--- config.mk ---
export PLATFORM = sky130hd
export DESIGN_NAME = fmap_stream_collector
export DESIGN_NICKNAME = d
export VERILOG_FILES = /design/src/rtl/fmap_stream_collector.sv
export SDC_FILE = /design/constraint.sdc
export NUM_CORES = 1
export LEC_CHECK = 0
export CAP_MARGIN = 20
export CORE_MARGIN = 5
export CORE_UTILIZATION = 30
export DETAILED_ROUTE_END_ITERATION = 10
export MAX_ROUTING_LAYER = met4
export SLEW_MARGIN = 20
export SYNTH_ARGS = -nofsm -noshare
export SYNTH_HDL_FRONTEND = slang
export SYNTH_SLANG_ARGS = --single-unit
--- constraint.sdc ---
create_clock -name i_clk -period 3.5 [get_ports i_clk]
set_input_delay 0.35 -clock i_clk [delete_from_list [all_inputs] [get_ports i_clk]]
set_output_delay 0.35 -clock i_clk [all_outputs]
set_load 0.005 [all_outputs]
--- src/rtl/fmap_stream_collector.sv ---
// Frame-buffer collector for a conv-layer pixel stream: raster capture, then random-access readback.
// Optional sticky drop flag o_overflow enabled by defining FMAP_COLLECT_OVF_EN.
//   state  | meaning
//   S_FILL | capturing pixels in raster order; reads ignored
//   S_FULL | complete frame held; reads served, incoming pixels dropped
module fmap_stream_collector #(
  parameter int IMG_Width  = 3,
  parameter int IMG_Height = 3,
  parameter int Datawidth  = 16,
  parameter int AddrWidth  = 4
) (
  input  logic                 i_clk,
  input  logic                 i_clr,
  input  logic [Datawidth-1:0] i_in,
  input  logic                 i_valid_in,
  input  logic                 i_rd_en,
  input  logic [AddrWidth-1:0] i_rd_addr,
  input  logic                 i_release,
  output logic [Datawidth-1:0] o_out,
  output logic                 o_valid_out,
  output logic                 o_frame_done,
  output logic [15:0]          o_row,
  output logic [15:0]          o_col
`ifdef FMAP_COLLECT_OVF_EN
  ,
  output logic                 o_overflow
`endif
);

  localparam int NPIX = IMG_Width * IMG_Height;
  localparam logic [AddrWidth:0] NPIX_W   = (AddrWidth + 1)'(NPIX);
  localparam logic [15:0]        LAST_COL = 16'(IMG_Width - 1);
  localparam logic [15:0]        LAST_ROW = 16'(IMG_Height - 1);

  typedef enum logic {S_FILL, S_FULL} state_t;

  state_t                 r_state;
  state_t                 w_state_nxt;
  logic [15:0]            r_row;
  logic [15:0]            r_col;
  logic [Datawidth-1:0]   r_out;
  logic                   r_valid_out;
  logic [Datawidth-1:0]   r_buf [NPIX];
  logic                   w_wr;
  logic                   w_rd;
  logic                   w_rd_in_range;
  logic [AddrWidth-1:0]   w_wr_addr;

  always_ff @(posedge i_clk) begin
    if (i_clr) r_state <= S_FILL;
    else       r_state <= w_state_nxt;
  end

  always_comb begin
    w_state_nxt = r_state;
    w_wr        = 1'b0;
    w_rd        = 1'b0;
    case (r_state)
      S_FILL: begin
        if (i_valid_in) begin
          w_wr = 1'b1;
          if (r_row == LAST_ROW && r_col == LAST_COL) w_state_nxt = S_FULL;
        end
      end
      S_FULL: begin
        w_rd = i_rd_en;
        if (i_release) w_state_nxt = S_FILL;
      end
      default: w_state_nxt = S_FILL;
    endcase
  end

  assign w_wr_addr     = AddrWidth'(r_row * 16'(IMG_Width) + r_col);
  assign w_rd_in_range = ({1'b0, i_rd_addr} < NPIX_W);

  // Buffer is deliberately left uncleared by reset.
  always_ff @(posedge i_clk) begin
    if (w_wr && !i_clr) r_buf[w_wr_addr] <= i_in;
  end

  always_ff @(posedge i_clk) begin
    if (i_clr) begin
      r_row       <= '0;
      r_col       <= '0;
      r_out       <= '0;
      r_valid_out <= 1'b0;
    end else begin
      r_valid_out <= w_rd;
      if (w_rd) r_out <= w_rd_in_range ? r_buf[i_rd_addr] : '0;
      if (w_wr) begin
        if (r_col == LAST_COL) begin
          r_col <= '0;
          r_row <= (r_row == LAST_ROW) ? '0 : r_row + 16'd1;
        end else begin
          r_col <= r_col + 16'd1;
        end
      end
    end
  end

`ifdef FMAP_COLLECT_OVF_EN
  logic r_overflow;

  // A drop in the Release cycle itself keeps the flag set across the return to FILL.
  always_ff @(posedge i_clk) begin
    if (i_clr)                                r_overflow <= 1'b0;
    else if (r_state == S_FULL && i_valid_in) r_overflow <= 1'b1;
    else if (r_state == S_FULL && i_release)  r_overflow <= 1'b0;
  end

  assign o_overflow = r_overflow;
`endif

  assign o_out        = r_out;
  assign o_valid_out  = r_valid_out;
  assign o_frame_done = (r_state == S_FULL);
  assign o_row        = r_row;
  assign o_col        = r_col;

endmodule

* Word-level counts from Yosys, hierarchy flattened
Memory sizes are Yosys's and may differ from the RTL's. Cells that the tools add are included.
Operators by class: reduce and logical (&&, ||, !) cells 4, add/sub/neg operators 3, eq/ne operators 2, bitwise operators 1, mux-type cells 12, multiply operators 1, $lt $le $gt $ge 1
Operators with widths (number):
- $mux 16 | 3
- $add 16x1->16 const B | 2
- $eq 16x2->1 const B | 2
- $mul 16x2->4 const B | 1
- $mux 1 | 8
- $add 4x4->4 | 1
- $lt 4x4->1 const B | 1
- $logic_and 1x1->1 | 2
- $pmux 1 s2 | 1
- $reduce_and 2->1 | 1
- $logic_not 1->1 | 1
- $not 1->1 | 1
Word-level totals: bits in registers 50, output and inout port bits 50, bits in writable memories 144, memories kept 1, word-level logic and storage cells 30
Memory list:
- r_buf | words 9, bits a word 16, read ports 1, clocked after Yosys merged registers in 0, write ports 1, RTL line 43 | logic [Datawidth-1:0] r_buf [NPIX];

* Logic depth before layout (Yosys ltp)
depth after elaboration 5, mapped depth 8, mapped depth without buffers 7

* Worst setup path after synthesis
No wires, ideal clock.
path kind reg2reg, start register r_row[0], in the netlist o_row[0], end memory r_buf[8][0] (enable), library setup time 0.409 ns, clock period less this slack 3.405 ns, required time 3.091 ns, cell stages (with the launch flop) 7, arrival 2.996 ns, path slack 0.095 ns, cell sequence dfxtp_1 -> fa_1 -> ha_1 -> fa_1 -> xnor2_1 -> xnor2_1 -> nor3_1
On the way: longest elaborated chain between the ends 2
RTL lines:
- start: declaration | RTL line 39 | logic [15:0] r_row;
- start signal: assignment | RTL line 93 | r_row <= (r_row == LAST_ROW) ? '0 : r_row + 16'd1;
- $mul 16x2->4 | RTL line 73 | assign w_wr_addr = AddrWidth'(r_row * 16'(IMG_Width) + r_col);
- $add 4x4->4 | RTL line 73
- end: declaration | RTL line 43
Every way passes these cells.

* Worst setup path after layout
start register r_row[0], in the netlist o_row[0], end memory r_buf[5][12] (enable)
The elaborated chain is that of the path after synthesis.

==> impl_metrics.tcl <==
set metrics [dict create \
    post-route-period-util 0.876 \
    cts_hold_buf 0 \
    n_fill_cell 2382 \
    tns_ns 0 \
    p_switching_mw 0.966 \
    power.share.clock 0.417 \
    grt_pass1_vias 4745 \
    post_cts_buffers 0 \
    worstPathCellList "fa_1 > ha_1 > fa_1 > xnor2_1 > xnor2_1 > nand2_1 > nor2_1 > buf_4" \
    area_growth_pct 22.5 \
    dp.final_hpwl_microns 12100 \
    core_sq_um 25900 \
    cp_top_family "adder cells" \
    p_per_area_nw_per_um2 486 \
    yosysTopAreaCell "edfxtp_1" \
    rows 59 \
    synth-edff-count 144 \
    place_congestion 0.819 \
    drive_gt1_frac 0.159 \
    io-pin-count 75 \
    min_path_type "flip-flop to flip-flop" \
    grt_max_degree 33 \
    die_w_microns 172 \
    drc 0 \
    setup_viol 0 \
    cpMaxStageDelayCell "dfxtp_1" \
    cts_sinks 194 \
    cp_max_fo 16 \
    wl_microns 17700 \
    crit_buf_inv 1 \
    vdd_drop_max_mv 0.309 \
    slew_viol_final 0 \
    synth_common_cells "edfxtp_1, dfxtp_1, mux4_2" \
    drt_iter0_drc 340 \
    cts.path.max_buffers 2 \
    portBuffers 74 \
    swShare 0.207 \
    synthArstFlopShare 0 \
    cts_made_buffers 17 \
    ys_types 45 \
    worstSetupPathType "flip-flop to flip-flop" \
    arrival_ns 3.17 \
    yosysSeqAreaShare 0.680 \
    wire_per_inst_microns 19.1 \
    synthFlopType "edfxtp_1" \
    crit_path_max_incr_delay_ns 0.57 \
    p_leak_nw 3.03 \
    holdWs_ns 0.471 \
    clk_pin_slew_ns 0.08 \
    combPwrFrac 0.046 \
    internal-power_mw 3.70 \
    dieArea_sq_um 29400 \
    final_util 0.370 \
    via_per_inst 4.96 \
    synth_most_common_cell "edfxtp_1" \
    hold_viol 0 \
    worstSetupStartpointType "flip-flop" \
    cts_root_buf "clkbuf_16" \
    yosysTopAreaCellShare 0.552 \
    synth_warnings 0 \
    synth_area_leaders "edfxtp_1, dfxtp_1, mux4_2" \
    fin_worst_skew_ns 0.0140 \
    antenna_cells 0 \
    finalCriticalPeriod_ns 3.07 \
    ant_nets 0 \
    worst_pin_slew_ns 0.774 \
    die_y_microns 172 \
    max_slew_margin 0.482 \
    firstDrtPassIters 4 \
    cts_resized 0 \
    crit_required_ns 3.61 \
    cts_tree "yes" \
    cp-end-kind "flip-flop" \
    antenna_found_initial 0 \
    htree_levels 4 \
    grt_pass1_wl_microns 27800 \
    ys_seq_elements 194 \
    vias 4603 \
    status "complete, no violations" \
    avgSynthCellArea_sq_um 15.7 \
    nets 617 \
    initial_core_util 0.302 \
    maxCapViolations 0 \
    max_freq_ghz 0.326 \
    rsz0062_at_grt "false" \
    synth.net_count 535 \
    syn-cell-area_sq_um 7830 \
    overflow 0 \
    seqPwrFrac 0.536 \
    netlist_instances 498 \
    insertion_delay_ns 0.43 \
    grt_usage 0.127 \
]
-- cell type report --
| type | instances | area (sq um) | area share |
|---|---|---|---|
| sequential | 194 | 5330 | 0.555 |
| multi-input combinational | 268 | 2360 | 0.246 |
| clock inverter | 11 | 126 | 0.0132 |
| clock buffer | 21 | 470 | 0.0490 |
| tap | 335 | 419 | 0.0437 |
| inverter | 8 | 30.0 | 0.00313 |
| timing repair buffer | 91 | 863 | 0.0900 |
-- metal layers --
layer / routed length [microns] / GRT usage / up-vias
li1: - / - / 2133
met1: 8700 / 0.180 / 2343
met2: 7960 / 0.187 / 119
met3: 869 / 0.0278 / 8
met4: 149 / 0.0341 / 0
met5: 0 / - / -
-- cells in the final DEF (no fill, tap or decap), drive strengths merged, types with 8 or more instances in the layout --
cell type,count
nor3,10
dfxtp,50
nand2,16
edfxtp,144
nor4,8
a22oi,17
clkbuf,21
clkdlybuf4s50,73
nand3,8
inv,11
buf,18
ha,9
mux4,32
or4,11
xnor2,10
o21ai,23
nand4,11
nor2,24
mux2i,16
o31ai,9
a21oi,22
-- power groups by stage --
| stage | registers (mW) | logic [mW] | clock network [mW] |
|---|---|---|---|
| 6_report | 2.50 | 0.216 | 1.95 |
| 2_1_floorplan | 2.55 | 0.117 | 0 |
| 5_1_grt | 2.50 | 0.234 | 2.10 |
| 3_5_place_dp | 2.55 | 0.217 | 0 |
| 3_3_place_gp | 2.55 | 0.211 | 0 |
| 4_1_cts | 2.50 | 0.218 | 1.99 |
-- cells by family (layout without fill, tap and decap cells) --
family | after synthesis | in the layout | share of synthesized area
mux | 48 | 48 | 0.112
buf+inv | 36 | 131 | 0.0193
xor+xnor | 14 | 14 | 0.0157
compound gates | 76 | 76 | 0.0602
fa+ha+maj | 12 | 12 | 0.0220
flops | 194 | 194 | 0.680
simple gates | 118 | 118 | 0.0906
-- state kept, by name (all words and copies together) (netlist names) --
register      cells
o_col            16
o_out            16
r_buf           144
o_row            16
o_valid_out       1
o_frame_done      1
-- path summary, 6_finish.rpt --
check	cells past startpoint	start	to	slack, ns
max	8	o_row[0]$_SDFFE_PP0P_	r_buf[5][12]$_DFFE_PP_	0.43
min reg2reg	2	r_buf[8][11]$_DFFE_PP_	o_out[11]$_SDFFE_PP0P_	0.47
min	2	r_buf[8][11]$_DFFE_PP_	o_out[11]$_SDFFE_PP0P_	0.47
max reg2reg	8	o_row[0]$_SDFFE_PP0P_	r_buf[5][12]$_DFFE_PP_	0.43
-- worst reg2reg max path, stage by stage, from the launching register on --
cell and delay [ns]:
dfxtp_1 0.57, fa_1 0.47, ha_1 0.22, fa_1 0.38, xnor2_1 0.14, xnor2_1 0.35, nand2_1 0.18, nor2_1 0.15
buf_4 0.27
-- stage by stage --
stage / instance area (sq um) / instances / setup slack, ns / total power, mW
floorplan: 7830 / 498 / 0.0947 / 2.67
global placement: 9000 / 896 / 0.558 / 2.76
detailed placement: 9000 / 896 / 0.441 / 2.77
CTS: 9600 / 928 / 0.426 / 4.71
global route: 9600 / 928 / 0.239 / 4.84
finish: 9600 / 928 / 0.434 / 4.67
(Power assumes the default switching activity.)
